--- src/rtl/key_conditioner.sv ---
// key_conditioner
//   Conditions the six raw time-setting buttons (hour/minute/second, up/down).
//   Each key is synchronised, debounced, turned into a one-cycle press pulse,
//   and auto-repeated while held. The pulse outputs feed the time-setting
//   stage directly, so each pulse is worth exactly one step of adjustment.
//   Keys 2i and 2i+1 form an up/down pair. While both keys of a pair are held,
//   the pair is locked and its pulses are suppressed.
//
// Ports
//   CP       in   clock (10 kHz), rising edge
//   CR       in   asynchronous reset, active low
//   KEY_RAW  in   [N_KEYS]   raw button levels, asynchronous to CP
//   REP_EN   in   auto-repeat enable, synchronous to CP
//   KEY_LVL  out  [N_KEYS]   debounced level, 1 = pressed
//   KEY_P    out  [N_KEYS]   press/repeat pulses, one CP cycle wide
//   LOCK     out  [N_KEYS/2] both keys of the pair are debounced-pressed

// key_lane
//   Per-key path: synchroniser, debouncer, press/repeat FSM.
//   supp is the combinational pair-lock term. It masks the pulse in the same
//   cycle in which the registered LOCK of the pair reads 1.
module key_lane #(
   parameter int DEB_TICKS  = 200,
   parameter int REP_DELAY  = 5000,
   parameter int REP_PERIOD = 2000,
   parameter int KEY_POL    = 1
) (
   input  logic CP,
   input  logic CR,
   input  logic raw,
   input  logic rep_en,
   input  logic supp,
   output logic lvl,
   output logic key_p
);
   localparam int              CW       = $clog2(DEB_TICKS) + 1;
   localparam int              TMAX     = (REP_DELAY > REP_PERIOD) ? REP_DELAY : REP_PERIOD;
   localparam int              TW       = $clog2(TMAX) + 1;
   localparam logic [CW-1:0]   DEB_LAST = CW'(DEB_TICKS - 1);
   localparam logic [TW-1:0]   DLY_LD   = TW'(REP_DELAY - 1);
   localparam logic [TW-1:0]   PER_LD   = TW'(REP_PERIOD - 1);
   // Raw level of a released key; XOR with it normalises to 1 = pressed.
   localparam logic            RAW_REL  = (KEY_POL == 0);

   typedef enum logic [1:0] {
      IDLE   = 2'd0,
      HOLD   = 2'd1,
      REPEAT = 2'd2
   } state_t;

   logic          sync1_q, sync2_q, s;
   logic [CW-1:0] cnt_q, cnt_d;
   logic          lvl_q, lvl_d;
   state_t        st_q, st_d;
   logic [TW-1:0] tmr_q, tmr_d;
   logic          key_p_q, key_p_d;
   logic          fire;

   // Two-flop synchroniser. It resets to the released level, so a key held
   // through reset looks like a fresh press once it has been debounced.
   always_ff @(posedge CP or negedge CR) begin
      if (!CR) begin
         sync1_q <= RAW_REL;
         sync2_q <= RAW_REL;
      end else begin
         sync1_q <= raw;
         sync2_q <= sync1_q;
      end
   end

   assign s = sync2_q ^ RAW_REL;

   // Debounce. The counter measures consecutive cycles in which s disagrees
   // with the accepted level. Any agreeing cycle clears the count. The
   // DEB_TICKS-th disagreeing cycle flips the level.
   always_comb begin
      cnt_d = '0;
      lvl_d = lvl_q;
      if (s != lvl_q) begin
         if (cnt_q == DEB_LAST) lvl_d = ~lvl_q;
         else                   cnt_d = cnt_q + CW'(1);
      end
   end

   always_ff @(posedge CP or negedge CR) begin
      if (!CR) begin
         cnt_q <= '0;
         lvl_q <= 1'b0;
      end else begin
         cnt_q <= cnt_d;
         lvl_q <= lvl_d;
      end
   end

   // Press/repeat FSM. In IDLE, lvl_q can only be 1 right after a rising
   // edge, because every path into IDLE passes through lvl_q = 0.
   // A release is tested before the timer, so a release wins over a
   // timer reaching zero in the same cycle.
   always_comb begin
      st_d  = st_q;
      tmr_d = tmr_q;
      fire  = 1'b0;
      case (st_q)
         IDLE: begin
            if (lvl_q) begin
               fire  = 1'b1;
               tmr_d = DLY_LD;
               st_d  = HOLD;
            end
         end
         HOLD, REPEAT: begin
            if (!lvl_q) begin
               st_d = IDLE;
            end else if (rep_en) begin
               if (tmr_q == '0) begin
                  fire  = 1'b1;
                  tmr_d = PER_LD;
                  st_d  = REPEAT;
               end else begin
                  tmr_d = tmr_q - TW'(1);
               end
            end
         end
         default: st_d = IDLE;
      endcase
      // The timer keeps running under lock; only the output pulse is masked.
      key_p_d = fire & ~supp;
   end

   always_ff @(posedge CP or negedge CR) begin
      if (!CR) begin
         st_q    <= IDLE;
         tmr_q   <= '0;
         key_p_q <= 1'b0;
      end else begin
         st_q    <= st_d;
         tmr_q   <= tmr_d;
         key_p_q <= key_p_d;
      end
   end

   assign lvl   = lvl_q;
   assign key_p = key_p_q;
endmodule

module key_conditioner #(
   parameter int N_KEYS     = 6,
   parameter int DEB_TICKS  = 200,
   parameter int REP_DELAY  = 5000,
   parameter int REP_PERIOD = 2000,
   parameter int KEY_POL    = 1
) (
   input  logic                CP,
   input  logic                CR,
   input  logic [N_KEYS-1:0]   KEY_RAW,
   input  logic                REP_EN,
   output logic [N_KEYS-1:0]   KEY_LVL,
   output logic [N_KEYS-1:0]   KEY_P,
   output logic [N_KEYS/2-1:0] LOCK
);
   localparam int NP = N_KEYS / 2;

   if (N_KEYS % 2 != 0) begin : g_bad_keys
      $error("key_conditioner: N_KEYS must be even");
   end

   logic [NP-1:0] lock_d, lock_q;

   always_comb begin
      for (int p = 0; p < NP; p++) lock_d[p] = KEY_LVL[2*p] & KEY_LVL[2*p+1];
   end

   always_ff @(posedge CP or negedge CR) begin
      if (!CR) lock_q <= '0;
      else     lock_q <= lock_d;
   end

   assign LOCK = lock_q;

   for (genvar k = 0; k < N_KEYS; k++) begin : g_lane
      key_lane #(
         .DEB_TICKS (DEB_TICKS),
         .REP_DELAY (REP_DELAY),
         .REP_PERIOD(REP_PERIOD),
         .KEY_POL   (KEY_POL)
      ) u_lane (
         .CP    (CP),
         .CR    (CR),
         .raw   (KEY_RAW[k]),
         .rep_en(REP_EN),
         .supp  (lock_d[k/2]),
         .lvl   (KEY_LVL[k]),
         .key_p (KEY_P[k])
      );
   end
endmodule

--- config.mk ---
export PLATFORM = sky130hd
export DESIGN_NAME = key_conditioner
export DESIGN_NICKNAME = d
export VERILOG_FILES = /design/src/rtl/key_conditioner.sv
export SDC_FILE = /design/constraint.sdc
export NUM_CORES = 1
export LEC_CHECK = 0
export ABC_AREA = 0
export BUFFER_PORTS_ARGS = -buffer_cell sky130_fd_sc_hd__buf_2
export CAP_MARGIN = 20
export CELL_PAD_IN_SITES_DETAIL_PLACEMENT = 2
export CELL_PAD_IN_SITES_GLOBAL_PLACEMENT = 2
export CORE_ASPECT_RATIO = 2
export CORE_MARGIN = 2
export CORE_UTILIZATION = 37
export CTS_CLUSTER_DIAMETER = 100
export DETAILED_ROUTE_END_ITERATION = 12
export GPL_ROUTABILITY_DRIVEN = 0
export PLACE_DENSITY = 0.79
export SYNTH_ARGS = -nofsm -noshare
export SYNTH_HDL_FRONTEND = slang
export SYNTH_SLANG_ARGS = --single-unit
--- constraint.sdc ---
create_clock -name CP -period 2.5 [get_ports CP]
set_input_delay 0.25 -clock CP [delete_from_list [all_inputs] [get_ports CP]]
set_output_delay 0.25 -clock CP [all_outputs]
set_load 0.03 [all_outputs]
After elaboration in Yosys (flattened, before gate mapping)
Cells that the tools add are included.

word-level totals
  bits in registers = 177
  logic and storage cells = 271

operators by class
  add/sub/neg operators = 12
  eq/ne operators = 54
  multiplexer cells = 102
  bitwise logic cells = 18
  reductions and logical operators = 42

operators by type and width
  cell                                                                   number
  14-bit 2-to-1 mux                                                      24
  14-bit one-hot mux with 2 select lines                                 6
  9-bit 2-to-1 mux                                                       12
  14-bit zero test                                                       6
  14-bit by 1-bit subtractor with 14-bit output, second input constant   6
  9-bit by 1-bit adder with 9-bit output, second input constant          6
  9-bit by 8-bit equality test with 1-bit output, second input constant  6
  2-bit 2-to-1 mux                                                       24
  3-bit != test, second input constant                                   12
  1-bit 2-to-1 mux                                                       24
  2-bit by 1-bit != test with 1-bit output, second input constant        12
  2-bit one-hot mux with 2 select lines                                  6
  4-bit AND reduction                                                    6
  3-bit AND reduction                                                    6
  2-bit by 1-bit equality test with 1-bit output, second input constant  6
  2-bit equality test, second input constant                             6
  2-bit zero test                                                        6
  2-bit != test, second input constant                                   6
  1-bit one-hot mux with 2 select lines                                  6
  2-bit AND reduction                                                    6
  2-bit nonzero test                                                     6
  2-bit OR reduction                                                     6
  1-bit AND                                                              9
  1-bit inverter                                                         9
  1-bit != test                                                          6

Longest topological paths before layout
Gate-level depths: netlist of run 1.

  depth after elaboration = 6
  mapped depth = 9
  depth with buffers taken out = 7

Hierarchy
A second synthesis of run 1 with hierarchy kept.

unflattened totals
  cell total of the unflattened synthesis = 956
  area, all modules = 9198.8 um^2

by module, submodules not included
  module                            instances  cells each  area an instance (um^2)
  key_lane at g_lane[0].u_lane ...  5          159         1519.0
  key_lane at g_lane[5].u_lane      1          155         1510.2
  key_conditioner                   1          6           93.8

Worst setup path after synthesis of run 1
No wires, ideal clock.

  path type = register to register
  start point = register g_lane[1].u_lane.tmr_q[0]
  end point = register g_lane[1].u_lane.st_q[0]
  setup time = 127 ps
  arrival = 2360 ps
  path slack = 12 ps
  stages on the path, launching flop included = 10
  path buffers = 2
  clock period less this slack = 2488 ps
  path through = dfrtp_1 -> inv_1 -> ha_1 -> or4b_1 -> clkbuf_1 -> or4_4 -> buf_6 -> o211a_1 -> nor2_2 -> mux2_1

on the way
  word-level cells in the longest chain between the ends = 3

ends and longest elaborated chain
  element                        RTL line  text
  start: declaration             55        logic [TW-1:0] tmr_q, tmr_d;
  start signal: assignment       137       tmr_q <= tmr_d;
  14-bit zero test               115       if (tmr_q == '0) begin
  3-bit != test (no line)        -
  3-bit AND reduction (no line)  -
  end signal: assignment         136       st_q <= st_d;
  end: declaration               54        state_t st_q, st_d;

No other way between the ends.
A chain may end at the register's enable or synchronous reset.

Worst setup path in the final report of run 1
  start point = register g_lane[1].u_lane.tmr_q[0]
  end point = register g_lane[1].u_lane.tmr_q[5]

on the way
  word-level cells in the longest chain between the ends = 5
  elaborated cells between the ends (all ways) = 6

ends and longest elaborated chain
  element                                                                                   RTL line  text
  14-bit by 1-bit subtractor with 14-bit output / 14-bit zero test (equally long branches)  120, 115
  14-bit 2-to-1 mux (*)                                                                     115
  14-bit 2-to-1 mux (*)                                                                     114       end else if (rep_en) begin
  14-bit 2-to-1 mux (*)                                                                     112       if (!lvl_q) begin
  14-bit one-hot mux with 2 select lines (*)                                                103       case (st_q)

Mark *: on every way between the ends. The rest lies on a longest branch, timed or not. The select of a mux whose other input is x is not followed.

==> results of run 1 <==
[synthesized netlist by cell type, types with 15 or more instances]
cell                       count  share of area (%)
sky130_fd_sc_hd__nor4_1       22                1.5
sky130_fd_sc_hd__dfrtp_1     177                 49
sky130_fd_sc_hd__a31oi_1      22                1.5
sky130_fd_sc_hd__nor2_1      107                4.5
sky130_fd_sc_hd__o31ai_1      15                1.3
sky130_fd_sc_hd__nand3_1      43                2.4
sky130_fd_sc_hd__ha_1         30                4.2
sky130_fd_sc_hd__clkbuf_1     22               0.92
sky130_fd_sc_hd__xnor2_1      26                2.5
sky130_fd_sc_hd__nand2b_1     15                1.0
sky130_fd_sc_hd__o21ai_0      52                2.9
sky130_fd_sc_hd__nor2b_1      15                1.0
sky130_fd_sc_hd__inv_1        44                1.8
sky130_fd_sc_hd__mux2_2       16                2.0
sky130_fd_sc_hd__xor2_1       33                3.2
sky130_fd_sc_hd__nor3_1       28                1.6
sky130_fd_sc_hd__a21oi_1      37                2.1
sky130_fd_sc_hd__and3_1       19                1.3
sky130_fd_sc_hd__nand2_1      65                2.7
[state kept, by name (all words and copies together), names as in the netlist]
signal	cells
g_lane.u_lane.cnt_q	54
g_lane.u_lane.tmr_q	84
g_lane.u_lane.s	6
g_lane.u_lane.key_p	6
g_lane.u_lane.lvl	6
LOCK	3
g_lane.u_lane.st_q	12
g_lane.u_lane.sync1_q	6
[through the flow]
| step | util, % | hold slack (ps) |
|---|---|---|
| after floorplan | - | -45.59 |
| after global placement | 40.36 | 228.9 |
| after detailed placement | 40.36 | 226.3 |
| after CTS | 43.43 | 304.7 |
| after global routing | 43.60 | 327.9 |
| final | 43.60 | 287.2 |
[worst max-delay path, delay by kind of cell, from the launching register on]
family | cells | cell delay, ps
adders and majority gates | 1 | 180
AOI/OAI and AO/OA | 2 | 360
buffers and inverters | 2 | 260
and+or+nand+nor | 3 | 1050
DFF | 1 | 430
[how the worst max path moves through the flow]
stage          slack [ps]                        end                 startpoint  cells past startpoint
6_report               70  g_lane[1].u_lane.tmr_q[5]  g_lane[1].u_lane.tmr_q[0]                      8
5_1_grt                -3   g_lane[1].u_lane.st_q[1]  g_lane[1].u_lane.tmr_q[0]                      7
4_1_cts                40   g_lane[4].u_lane.st_q[0]  g_lane[4].u_lane.tmr_q[1]                      7
3_5_place_dp          -20   g_lane[5].u_lane.st_q[0]  g_lane[5].u_lane.tmr_q[1]                      7
3_3_place_gp          140   g_lane[4].u_lane.st_q[0]  g_lane[4].u_lane.tmr_q[1]                      7
2_1_floorplan          10   g_lane[1].u_lane.st_q[0]  g_lane[1].u_lane.tmr_q[0]                      9
[metal layers]
metal  track usage, %  vias up  part of all wire, %
met2            42.93       72                   61
met1            20.22     3778                   35
met4            9.009        0                  2.9
li1                 -     3396                    -
met3            3.153       42                  1.5
met5                0        -                    0
[area by class of cell]
| cell class | instances | area, um^2 |
|---|---|---|
| fillers | 2563 | 13490 |
| flip-flops and latches | 177 | 4429 |
| multi-input cells | 671 | 4250 |
| repair buffers | 76 | 564.3 |
| clock buffers | 19 | 452.9 |
| well taps | 287 | 359.1 |
| clock inverters | 13 | 209.0 |
| inverters | 44 | 165.2 |
[cells by family (layout without fill, tap and decap cells)]
kind of cell / count (synthesis) / in the layout / synth area share [%]
buffers and inverters: 81 / 152 / 3.972
XOR/XNOR: 59 / 59 / 5.736
flip-flops: 177 / 177 / 49.17
AND/OR/NAND/NOR: 383 / 383 / 21.92
adder cells (fa/ha/maj): 30 / 30 / 4.167
AO/OA/AOI/OAI: 180 / 180 / 12.69
multiplexers: 19 / 19 / 2.347
[timing repair]
action	4_1_cts	5_1_grt
setup buffers	0	2
setup endpoints to repair	2	11
endpoints found under the hold margin	52	0
hold buffers	7	0
gates resized for setup	1	7
pin swaps	0	2
[power by group through the flow]
| stage | clock network [uW] | registers, uW | logic, uW |
|---|---|---|---|
| 3_3_place_gp | 0 | 2980 | 156 |
| 6_report | 3010 | 2920 | 162 |
| 2_1_floorplan | 0 | 2970 | 55.3 |
| 3_5_place_dp | 0 | 2980 | 159 |
| 4_1_cts | 3090 | 2920 | 170 |
| 5_1_grt | 3190 | 2930 | 190 |
[cells in the final DEF, fill, tap and decap left out, types with 4 or more instances in the layout]
cell / synthesis / layout
sky130_fd_sc_hd__a21o_1: 8 / 8
sky130_fd_sc_hd__o21ai_0: 52 / 51
sky130_fd_sc_hd__o41ai_1: 12 / 12
sky130_fd_sc_hd__a21oi_1: 37 / 37
sky130_fd_sc_hd__xor2_1: 33 / 33
sky130_fd_sc_hd__nor2b_1: 15 / 15
sky130_fd_sc_hd__nand3_1: 43 / 43
sky130_fd_sc_hd__nand4_1: 10 / 10
sky130_fd_sc_hd__nor4_1: 22 / 22
sky130_fd_sc_hd__nand2b_1: 15 / 15
sky130_fd_sc_hd__bufinv_16: 0 / 5
sky130_fd_sc_hd__dfrtp_1: 177 / 177
sky130_fd_sc_hd__or2_2: 4 / 4
sky130_fd_sc_hd__and2_1: 10 / 10
sky130_fd_sc_hd__buf_4: 12 / 44
sky130_fd_sc_hd__o21a_1: 5 / 5
sky130_fd_sc_hd__o31ai_1: 15 / 15
sky130_fd_sc_hd__dlygate4sd3_1: 0 / 7
sky130_fd_sc_hd__or4_1: 13 / 13
sky130_fd_sc_hd__xnor2_1: 26 / 26
sky130_fd_sc_hd__ha_1: 30 / 29
sky130_fd_sc_hd__nand2_1: 65 / 65
sky130_fd_sc_hd__and3_1: 19 / 19
sky130_fd_sc_hd__a31oi_1: 22 / 21
sky130_fd_sc_hd__or3_1: 9 / 9
sky130_fd_sc_hd__nor2_1: 107 / 107
sky130_fd_sc_hd__buf_2: 1 / 22
sky130_fd_sc_hd__nor3_1: 28 / 28
sky130_fd_sc_hd__inv_1: 44 / 44
sky130_fd_sc_hd__clkbuf_16: 0 / 17
sky130_fd_sc_hd__mux2_2: 16 / 17
sky130_fd_sc_hd__a22o_1: 5 / 5
==> qor.txt, run 1 <==
CTS
------------------------------------------------------------------------------------------
Clock sink count                                                                       177
Num CTS Buffers                                                                         17
CTS tree                                                                              done
Clock tree root buffer cell                                                   sky130_fd_sc_hd__clkbuf_16
Clock insertion delay at the later pin of the skew report                           460 ps
Buffers from clock root to sink, at most                                                 2
Level count of the clock H-tree                                                          4
Clock edge transition at the registers on the reported setup and hold paths          70 ps

FLOORPLAN
------------------------------------------------------------------------------------------
Starting utilization of the core area                                               37.66%
DIE AREA                                                                      0.02569 mm^2
Row count                                                                               80
Die extent in x                                                                   114.3 um
Die Y                                                                             224.7 um
Number of primary I/O pins                                                              24
Placeable core region                                                         0.02392 mm^2

OUTCOME
------------------------------------------------------------------------------------------
Status                                                                           completed

CRITICAL PATH
------------------------------------------------------------------------------------------
Largest incremental delay on the critical path                                      460 ps
Worst-path cell with the longest stage delay                                  sky130_fd_sc_hd__or4b_4
Endpoint of the worst-slack reg-to-reg timing path                            g_lane[1].u_lane.tmr_q[5]
Startpoint type of the worst setup path                                           register
Series of cell instances along the critical path                              inv_1 -> ha_2 -> or4b_4 -> or4_4 -> buf_4 -> and3_1 -> o21ai_0 -> o31ai_1
WP data arrival                                                                    2750 ps
Worst R2R Setup Slack                                                                70 ps
Worst reg2reg startpoint                                                      g_lane[1].u_lane.tmr_q[0]
Required @ worst endpoint                                                          2820 ps
Critical path endpoint category                                                   register
Top fanout value on the critical path                                                    8
Number of cells on the worst reg-to-reg path                                             8
Worst setup path category                                                     register to register

STA
------------------------------------------------------------------------------------------
Slew headroom                                                                       59.35%
Final Skew                                                                        8.094 ps
Setup tns final                                                                       0 ps
Worst Max-Slew Pin Slew                                                           603.4 ps
Final count of hold timing violations                                                    0
Total count of max-transition violations in the final report                             0
Final worst path period share                                                       97.00%
Upper clock frequency limit                                                     0.4124 GHz
Endpoints failing setup                                                                  0
Shortest clock period the worst path allows after layout                           2425 ps
Post-route worst setup slack                                                      74.92 ps

PWR
------------------------------------------------------------------------------------------
Power per cell area                                                           584.5 mW/mm^2
Clk network pwr share                                                                49.4%
Leakage power total                                                            0.004722 uW
Psw                                                                                1321 uW
Share of power burned in combinational logic                                          2.7%
Int Pwr                                                                            4775 uW
Switching Share                                                                     21.68%
Sequential share of power                                                            48.0%
Final Power                                                                        6096 uW
Peak supply drop                                                                 0.4416 mV

YOSYS
------------------------------------------------------------------------------------------
Mapped cell area                                                              0.009009 mm^2
Synth warnings                                                                           0
Number of synthesized flops with an enable pin                                           0
Average cell area after synthesis                                               9.697 um^2
Synthesized Nets                                                                       968
Primary flip-flop cell chosen by synthesis mapping                            sky130_fd_sc_hd__dfrtp_1
Share of flip-flops with an asynchronous set or reset after synthesis               100.0%
Number of cells produced by synthesis                                                  929
Sequential cell area fraction in the yosys report                                   49.17%
Unique masters post-synth                                                               65
Count of state elements after synthesis                                                177

PLACE
------------------------------------------------------------------------------------------
Placed instance area                                                          0.009654 mm^2
Sum of net half-perimeters after detailed placement                               18.29 mm
Count of port buffers added during placement                                            23
Worst setup slack after placement                                                -24.01 ps
Count of placed standard cells including taps                                         1246

GRT
------------------------------------------------------------------------------------------
Total gr overflow                                                                        0
Overall routing resource usage                                                      21.15%
First-pass GRT wire length                                                        42.63 mm
Maximum number of pins on one net before global-route repair                            58
Initial antenna violation count                                                          0
Vias in the first global route                                                        8400

ROUTING
------------------------------------------------------------------------------------------
Number of remaining DRC errors                                                           0
Average routed wire per standard cell                                             19.64 um
Pre-Repair DR Iteration Count                                                            4
Via count                                                                             7288
Antenna-violating nets left                                                              0
Routed vias/inst                                                                     5.663
DRT Wirelength                                                                    25.28 mm
Iteration-0 DRC count of the detailed router                                           176

CELLS AND AREA
------------------------------------------------------------------------------------------
Fraction of layout cells with a size suffix above 1                                 13.80%
Net total in the final layout                                                         1026
Area of all placed cells without fillers                                      0.01043 mm^2
Signed area change from the synthesized netlist to the final layout                 15.78%
Final standard cell count with taps included and fillers excluded                     1287
Antenna cells                                                                            0

FLOW RUN
------------------------------------------------------------------------------------------
Max-Cap Viols                                                                            0

HOLD PATH
------------------------------------------------------------------------------------------
Worst min-delay path category                                                 input port to asynchronous set/reset pin

No activity file was read; power rests on OpenSTA's default activity.
==> inputs of run 2 (changes only) <==
--- a/config.mk
+++ b/config.mk
@@ -16,7 +16,7 @@
 export CTS_CLUSTER_DIAMETER = 100
 export DETAILED_ROUTE_END_ITERATION = 12
 export GPL_ROUTABILITY_DRIVEN = 0
-export PLACE_DENSITY = 0.79
+export PLACE_DENSITY = 0.76
 export SYNTH_ARGS = -nofsm -noshare
 export SYNTH_HDL_FRONTEND = slang
 export SYNTH_SLANG_ARGS = --single-unit
==> constraint.sdc (replaced) <==
create_clock -name CP -period 3.1 [get_ports CP]
set_input_delay 0.31 -clock CP [delete_from_list [all_inputs] [get_ports CP]]
set_output_delay 0.31 -clock CP [all_outputs]
set_load 0.03 [all_outputs]
==> qor.txt, run 2 (same netlist as run 1, synthesis figures left out) <==
OUTCOME
------------------------------------------------------------------------------------------
Status                                                                           completed

ROUTING
------------------------------------------------------------------------------------------
Iteration-0 DRC count of the detailed router                                           149   -15%
Number of remaining DRC errors                                                           0   unchanged
Via count                                                                             7054   -3.2%
Routed vias/inst                                                                     5.616   -0.82%
DRT Wirelength                                                                    23.63 mm   -6.5%
Average routed wire per standard cell                                             18.81 um   -4.2%
Pre-Repair DR Iteration Count                                                            4   unchanged
Antenna-violating nets left                                                              0   unchanged

CTS
------------------------------------------------------------------------------------------
Buffers from clock root to sink, at most                                                 2   unchanged
CTS tree                                                                              done
Level count of the clock H-tree                                                          4   unchanged
Hold bufs inserted after CTS                                                             7   unchanged
Clock tree root buffer cell                                                   sky130_fd_sc_hd__clkbuf_16
Resize count post-CTS                                                                    0   -1
Setup Fix Bufs, Post-CTS                                                                 0   unchanged
Clock sink count                                                                       177   unchanged
Clock edge transition at the registers on the reported setup and hold paths          70 ps   about the same
Num CTS Buffers                                                                         17   unchanged
Clock insertion delay at the later pin of the skew report                           450 ps   about the same

STA
------------------------------------------------------------------------------------------
Final hold slack                                                                  348.8 ps   +61.61 ps
Final Skew                                                                        8.965 ps   +0.8708 ps
Worst Max-Slew Pin Slew                                                           735.9 ps   +132.5 ps
Final count of hold timing violations                                                    0   unchanged
Endpoints failing setup                                                                  0   unchanged
Total count of max-transition violations in the final report                             0   unchanged
Slew headroom                                                                       50.91%   -8.4 points
RSZ-0062 raised after global routing                                                 false
Shortest clock period the worst path allows after layout                           2643 ps   +217.8 ps
Setup tns final                                                                       0 ps   unchanged
Final worst path period share                                                       85.25%   -12 points
Upper clock frequency limit                                                     0.3784 GHz   -8.2%

CELLS AND AREA
------------------------------------------------------------------------------------------
Register area                                                                 0.004429 mm^2   unchanged
Layout filler cell count                                                              2582   +0.74%
Commonest cells after routing, fill and taps aside                            177 x sky130_fd_sc_hd__dfrtp_1, 107 x sky130_fd_sc_hd__nor2_1, 65 x sky130_fd_sc_hd__nand2_1
Area of the multi-input gates                                                 0.004222 mm^2   -0.68%
Fraction of layout cells with a size suffix above 1                                 10.42%   -3.4 points
Signed area change from the synthesized netlist to the final layout                 12.07%
Regs by FF count                                                              g_lane.u_lane.tmr_q: 84 flops, g_lane.u_lane.cnt_q: 54 flops, g_lane.u_lane.st_q: 12 flops
Largest register by flop count                                                g_lane.u_lane.tmr_q
Net total in the final layout                                                          996   -2.9%
Antenna cells                                                                            0   unchanged
Largest register FFs                                                                    84   unchanged
Commonest non-fill, non-tap cell in the layout                                sky130_fd_sc_hd__dfrtp_1

CRITICAL PATH
------------------------------------------------------------------------------------------
Worst setup path category                                                     register to register
Critical path endpoint category                                                   register
Startpoint type of the worst setup path                                           register
Top fanout value on the critical path                                                    6   -2
Number of cells on the worst reg-to-reg path                                             7   -1
Required @ worst endpoint                                                          3430 ps   +610 ps
WP data arrival                                                                    2970 ps   +220 ps

PWR
------------------------------------------------------------------------------------------
Sequential share of power                                                            50.2%   +2.2 points
Psw                                                                                1025 uW   -22%
Peak supply drop                                                                 0.3556 mV   -19%
Switching Share                                                                     21.81%   +0.13 points
Clk network pwr share                                                                47.1%   -2.3 points
Leakage power total                                                            0.004541 uW   -3.8%
Power per cell area                                                           465.3 mW/mm^2   -20%
Int Pwr                                                                            3673 uW   -23%
Share of power burned in combinational logic                                          2.7%   about the same

HOLD PATH
------------------------------------------------------------------------------------------
Depth of the worst hold-timing path                                                      0
Worst min-delay path category                                                 register to register

GRT
------------------------------------------------------------------------------------------
Met1 capacity usage during global routing                                           19.18%   -1.0 points
Met2 usage                                                                          40.34%   -2.6 points
Maximum number of pins on one net before global-route repair                            74   +28%
Initial antenna violation count                                                          0   unchanged
First-pass GRT wire length                                                        40.25 mm   -5.6%
Total gr overflow                                                                        0   unchanged
Overall routing resource usage                                                      19.95%   -1.2 points
Vias in the first global route                                                        8069   -3.9%
Busiest grt layer                                                                     met2
GRT met3 Usage                                                                      3.261%   +0.11 points

PLACE
------------------------------------------------------------------------------------------
Count of port buffers added during placement                                            23   unchanged
Sum of net half-perimeters after detailed placement                               17.45 mm   -4.6%

FLOW RUN
------------------------------------------------------------------------------------------
Max-Cap Viols                                                                            0   unchanged

FLOORPLAN
------------------------------------------------------------------------------------------
Starting utilization of the core area                                               37.66%   unchanged
Die extent in x                                                                   114.3 um   unchanged
Placeable core region                                                         0.02392 mm^2   unchanged
Row count                                                                               80   unchanged
Number of primary I/O pins                                                              24   unchanged
Die Y                                                                             224.7 um   unchanged
DIE AREA                                                                      0.02569 mm^2   unchanged

## run 2: cell count changes in the layout (fill, tap and decap cells not counted), moves of 2 or more
| cell | change |
|---|---|
| sky130_fd_sc_hd__clkinv_2 | +3 |
| sky130_fd_sc_hd__or4b_4 | -3 |
| sky130_fd_sc_hd__bufinv_16 | -2 |
| sky130_fd_sc_hd__or4b_1 | +2 |
| sky130_fd_sc_hd__clkinv_4 | -3 |
| sky130_fd_sc_hd__buf_4 | -29 |
## run 2: critical path, stage by stage, from the launching register on
cell	delay [ps]
sky130_fd_sc_hd__dfrtp_1	420
sky130_fd_sc_hd__inv_1	80
sky130_fd_sc_hd__ha_1	170
sky130_fd_sc_hd__or4b_1	570
sky130_fd_sc_hd__nor4_2	420
sky130_fd_sc_hd__nand3b_1	210
sky130_fd_sc_hd__a31oi_1	290
sky130_fd_sc_hd__mux2_2	370
## run 2: layer usage
layer / routed length [um] / share of wire, % / vias to the layer above
met1: 8590 / 36 / 3625
li1: - / - / 3331
met2: 14090 / 60 / 63
met5: 0 / 0 / -
met3: 366 / 1.5 / 35
met4: 578 / 2.4 / 0
## run 2: layout make-up
cell class	instances	share of cell area, %
Clock buffer	20	4.523
Clock inverter	11	1.363
Inverter	44	1.636
Multi-Input combinational cell	671	41.81
Sequential cell	177	43.87
Tap cell	287	3.557
Timing Repair Buffer	46	3.235
## run 2: worst paths after layout
path | start | endpoint | slack [ps]
max reg2reg | g_lane[5].u_lane.tmr_q[0] | g_lane[5].u_lane.st_q[0] | 460
max | g_lane[5].u_lane.tmr_q[0] | g_lane[5].u_lane.st_q[0] | 460
min in group asynchronous | CR | g_lane[0].u_lane.tmr_q[10] | 440
min reg2reg | g_lane[2].u_lane.sync1_q | g_lane[2].u_lane.s | 350
min | g_lane[2].u_lane.sync1_q | g_lane[2].u_lane.s | 350
max in group asynchronous | CR | g_lane[1].u_lane.cnt_q[4] | 1880
## run 2: metrics by stage
step	total power, uW	setup slack (ps)	instances	util (%)	area (um^2)
floorplan	2440	612.4	929	-	9009
global placement	2523	573.2	1218	39.42	9432
detailed placement	2530	474.9	1218	39.42	9432
CTS	4785	458.1	1256	42.20	10100
global route	4881	297.4	1256	42.20	10100
finish	4698	457.2	1256	42.20	10100
## run 2: power by group through the flow
| stage | registers [uW] | logic, uW | clock network (uW) |
|---|---|---|---|
| global placement | 2400 | 123 | 0 |
| finish | 2360 | 128 | 2210 |
| global route | 2360 | 147 | 2370 |
| floorplan | 2400 | 44.6 | 0 |
| detailed placement | 2400 | 127 | 0 |
| CTS | 2360 | 135 | 2290 |
==> inputs of run 3 (changes only) <==
--- a/config.mk
+++ b/config.mk
@@ -5,7 +5,7 @@
 export SDC_FILE = /design/constraint.sdc
 export NUM_CORES = 1
 export LEC_CHECK = 0
-export ABC_AREA = 0
+export ABC_AREA = 1
 export BUFFER_PORTS_ARGS = -buffer_cell sky130_fd_sc_hd__buf_2
 export CAP_MARGIN = 20
 export CELL_PAD_IN_SITES_DETAIL_PLACEMENT = 2
@@ -16,7 +16,7 @@
 export CTS_CLUSTER_DIAMETER = 100
 export DETAILED_ROUTE_END_ITERATION = 12
 export GPL_ROUTABILITY_DRIVEN = 0
-export PLACE_DENSITY = 0.76
+export PLACE_DENSITY = 0.82
 export SYNTH_ARGS = -nofsm -noshare
 export SYNTH_HDL_FRONTEND = slang
 export SYNTH_SLANG_ARGS = --single-unit
==> qor.txt, run 3 <==
STA
------------------------------------------------------------------------------------------
Total count of max-transition violations in the final report                             0   unchanged
Post-route worst setup slack                                                      955.3 ps   +498.1 ps
Upper clock frequency limit                                                     0.4663 GHz   +23%
RSZ-0062 raised after global routing                                                 false
Final Skew                                                                        8.041 ps   -0.9244 ps
Final hold slack                                                                  353.0 ps   +4.197 ps
Setup tns final                                                                       0 ps   unchanged
Final worst path period share                                                       69.18%   -16 points
Worst Max-Slew Pin Slew                                                           635.2 ps   -100.7 ps
Shortest clock period the worst path allows after layout                           2145 ps   -498.1 ps
Slew headroom                                                                       57.21%   +6.3 points
Endpoints failing setup                                                                  0   unchanged
Final count of hold timing violations                                                    0   unchanged

ROUTING
------------------------------------------------------------------------------------------
Number of remaining DRC errors                                                           0   unchanged
Iteration-0 DRC count of the detailed router                                           191   +28%
Antenna-violating nets left                                                              0   unchanged
Pre-Repair DR Iteration Count                                                            4   unchanged
DRT Wirelength                                                                    28.45 mm   +20%
Routed vias/inst                                                                     5.109   -9.0%
Via count                                                                             8404   +19%
Average routed wire per standard cell                                             17.30 um   -8.1%

CRITICAL PATH
------------------------------------------------------------------------------------------
Worst-path cell with the longest stage delay                                  sky130_fd_sc_hd__ha_1
Series of cell instances along the critical path                              inv_1 -> ha_1 -> nand2_2 -> o22ai_2 -> inv_2 -> o21ai_0 -> nand3_1
Largest incremental delay on the critical path                                      460 ps   -110 ps
Startpoint type of the worst setup path                                           register
Worst setup path category                                                     register to register
Critical path endpoint category                                                   register
Required @ worst endpoint                                                          3430 ps   about the same
Top fanout value on the critical path                                                   14   +8
WP data arrival                                                                    2480 ps   -490 ps
Cell type group with the largest total delay on the critical path             compound AO/OA/AOI/OAI gates
Sum of buffers and inverters on the critical path                                        2   +1

YOSYS
------------------------------------------------------------------------------------------
Portion of synthesized cell area occupied by the leading cell type                  45.84%   -3.3 points
Number of synthesized flops with an enable pin                                           0   unchanged
Synthesized-area fraction occupied by and/or/nand/nor cells                         33.31%   +11 points
Synth warnings                                                                           0   unchanged
Multiplexer fraction of the synthesized cell area                                       0%   -2.3 points
Compound-Gate Fraction of Synth Area                                                5.374%   -7.3 points
Count of state elements after synthesis                                                177   unchanged
Mapped cell area                                                              0.009662 mm^2   +7.2%
Share of flip-flops with an asynchronous set or reset after synthesis               100.0%   unchanged
Dominant combinational cell family by area after synthesis                    simple AND/OR/NAND/NOR gates
Synthesized Nets                                                                      1307   +35%
Most common cell in the netlist                                               sky130_fd_sc_hd__nand2_1
Xor-xnor portion of the synthesized cell area                                       2.810%   -2.9 points
Number of cells produced by synthesis                                                 1268   +36%
Average cell area after synthesis                                               7.620 um^2   -21%
Sequential cell area fraction in the yosys report                                   45.84%   -3.3 points
Primary flip-flop cell chosen by synthesis mapping                            sky130_fd_sc_hd__dfrtp_1
Cell type with the largest total area after synthesis                         sky130_fd_sc_hd__dfrtp_1
Adder and majority cell fraction of the synthesized area                            3.885%   -0.28 points
Leading post-synthesis cells by cell area                                     sky130_fd_sc_hd__dfrtp_1 46%, sky130_fd_sc_hd__nand2_1 12%, sky130_fd_sc_hd__nor2_1 7.7%, sky130_fd_sc_hd__inv_1 6.2%, sky130_fd_sc_hd__nand3_1 5.7%
Unique masters post-synth                                                               38   -42%
Commonest cells in the synthesized netlist                                    316 x sky130_fd_sc_hd__nand2_1, 199 x sky130_fd_sc_hd__nor2_1, 177 x sky130_fd_sc_hd__dfrtp_1, 160 x sky130_fd_sc_hd__inv_1, 110 x sky130_fd_sc_hd__nand3_1

PWR
------------------------------------------------------------------------------------------
Peak supply drop                                                                 0.3737 mV   +5.1%
Power per cell area                                                           461.0 mW/mm^2   -0.93%
Leakage power total                                                            0.005331 uW   +17%

FLOORPLAN
------------------------------------------------------------------------------------------
Die Y                                                                             232.5 um   +3.5%
DIE AREA                                                                      0.02750 mm^2   +7.1%
Row count                                                                               83   +3.8%
Placeable core region                                                         0.02565 mm^2   +7.2%
Starting utilization of the core area                                               37.67%   about the same
Die extent in x                                                                   118.3 um   +3.4%
Number of primary I/O pins                                                              24   unchanged

HOLD PATH
------------------------------------------------------------------------------------------
Worst min-delay path category                                                 register to register

GRT
------------------------------------------------------------------------------------------
Vias in the first global route                                                        9926   +23%
Total gr overflow                                                                        0   unchanged
First-pass GRT wire length                                                        49.00 mm   +22%
Overall routing resource usage                                                      22.49%   +2.5 points
Initial antenna violation count                                                          0   unchanged
Maximum number of pins on one net before global-route repair                            66   -11%

CTS
------------------------------------------------------------------------------------------
Clock tree root buffer cell                                                   sky130_fd_sc_hd__clkbuf_16
Setup Fix Bufs, Post-CTS                                                                 0   unchanged
Buffers from clock root to sink, at most                                                 2   unchanged
Resize count post-CTS                                                                    0   unchanged
Clock insertion delay at the later pin of the skew report                           470 ps   +20 ps
Level count of the clock H-tree                                                          4   unchanged
Num CTS Buffers                                                                         17   unchanged
Clock sink count                                                                       177   unchanged
Clock edge transition at the registers on the reported setup and hold paths          70 ps   about the same
CTS tree                                                                              done

PLACE
------------------------------------------------------------------------------------------
Worst setup slack after placement                                                 978.1 ps   +503.2 ps
Count of port buffers added during placement                                            23   unchanged
Count of placed standard cells including taps                                         1606   +32%
Sum of net half-perimeters after detailed placement                               21.65 mm   +24%

CELLS AND AREA
------------------------------------------------------------------------------------------
Largest register by flop count                                                g_lane.u_lane.tmr_q
Regs by FF count                                                              g_lane.u_lane.tmr_q: 84 flops, g_lane.u_lane.cnt_q: 54 flops, g_lane.u_lane.st_q: 12 flops
Final standard cell count with taps included and fillers excluded                     1645   +31%
Largest register FFs                                                                    84   unchanged
Commonest non-fill, non-tap cell in the layout                                sky130_fd_sc_hd__nand2_1
Antenna cells                                                                            0   unchanged
Layout filler cell count                                                              3029   +17%
Signed area change from the synthesized netlist to the final layout                 11.31%
Fraction of layout cells with a size suffix above 1                                 7.203%   -3.2 points
Commonest cells after routing, fill and taps aside                            316 x sky130_fd_sc_hd__nand2_1, 199 x sky130_fd_sc_hd__nor2_1, 177 x sky130_fd_sc_hd__dfrtp_1
Net total in the final layout                                                         1331   +34%

FLOW RUN
------------------------------------------------------------------------------------------
Max-Cap Viols                                                                            0   unchanged

OUTCOME
------------------------------------------------------------------------------------------
Status                                                                           completed

==> run 3: cell count changes in the layout (fill, tap and decap cells not counted), sizes merged, moves of 17 or more <==
cell | previous run | this run
a31oi | 22 | 0
and3 | 19 | 2
inv | 44 | 175
mux2 | 17 | 0
nand2 | 65 | 324
nand3 | 43 | 112
nand4 | 10 | 35
nor2 | 108 | 207
nor4 | 26 | 1
xnor2 | 26 | 5
==> run 3: layer usage <==
layer | track usage (%) | part of all wire [%]
met1 | 20.57 | 34
met2 | 47.36 | 62
met3 | 3.799 | 1.6
met4 | 8.584 | 2.7
met5 | 0 | 0
==> run 3: path summary, 6_finish.rpt <==
kind,from,to,slack (ps),cells past startpoint
setup / recovery,g_lane[4].u_lane.st_q[0],g_lane[4].u_lane.tmr_q[2],960,7
hold / removal,g_lane[4].u_lane.sync1_q,g_lane[4].u_lane.s,350,0
setup reg to reg,g_lane[4].u_lane.st_q[0],g_lane[4].u_lane.tmr_q[2],960,7
hold reg to reg,g_lane[4].u_lane.sync1_q,g_lane[4].u_lane.s,350,0
max in group asynchronous,CR,g_lane[4].u_lane.tmr_q[9],1940,3
min in group asynchronous,CR,g_lane[2].u_lane.tmr_q[7],390,2
==> run 3: layout make-up <==
type / instances / area, um^2 / share of cell area [%]
Sequential cell: 177 / 4429 / 41.19
Multi-Input combinational cell: 896 / 4384 / 40.77
Inverter: 168 / 638.1 / 5.934
Clock buffer: 17 / 425.4 / 3.956
Tap cell: 340 / 425.4 / 3.956
Timing Repair Buffer: 32 / 234.0 / 2.176
Clock inverter: 15 / 217.7 / 2.024
==> run 3: worst reg2reg max path, stage by stage (launching register included) <==
cell                      delay (ps)
sky130_fd_sc_hd__dfrtp_1         370
sky130_fd_sc_hd__inv_1            70
sky130_fd_sc_hd__ha_1            460
sky130_fd_sc_hd__nand2_2         130
sky130_fd_sc_hd__o22ai_2         440
sky130_fd_sc_hd__inv_2           190
sky130_fd_sc_hd__o21ai_0         230
sky130_fd_sc_hd__nand3_1         120
==> run 3: timing repair <==
action,4_1_cts,5_1_grt
hold buffers,7,0
endpoints found under the hold margin,69,0
endpoints found under the setup margin,0,0
==> run 3: through the flow <==
stage / power (uW) / cell area [um^2] / util, %
6_report: 4958 / 10750 / 41.92
4_1_cts: 5024 / 10750 / 41.92
5_1_grt: 5132 / 10750 / 41.92
3_5_place_dp: 2583 / 10040 / 39.14
3_3_place_gp: 2573 / 10040 / 39.14
2_1_floorplan: 2485 / 9662 / -
==> run 3: logic make-up after synthesis <==
logic type               after synthesis
flip-flops                           177
AO/OA/AOI/OAI                         95
adder cells (fa/ha/maj)               30
XOR/XNOR                              31
buffers and inverters                195
AND/OR/NAND/NOR                      740
==> run 3: power breakdown <==
group	switching (uW)	internal, uW
clock network	1050	1370
logic	119	48.8
registers	28.0	2340
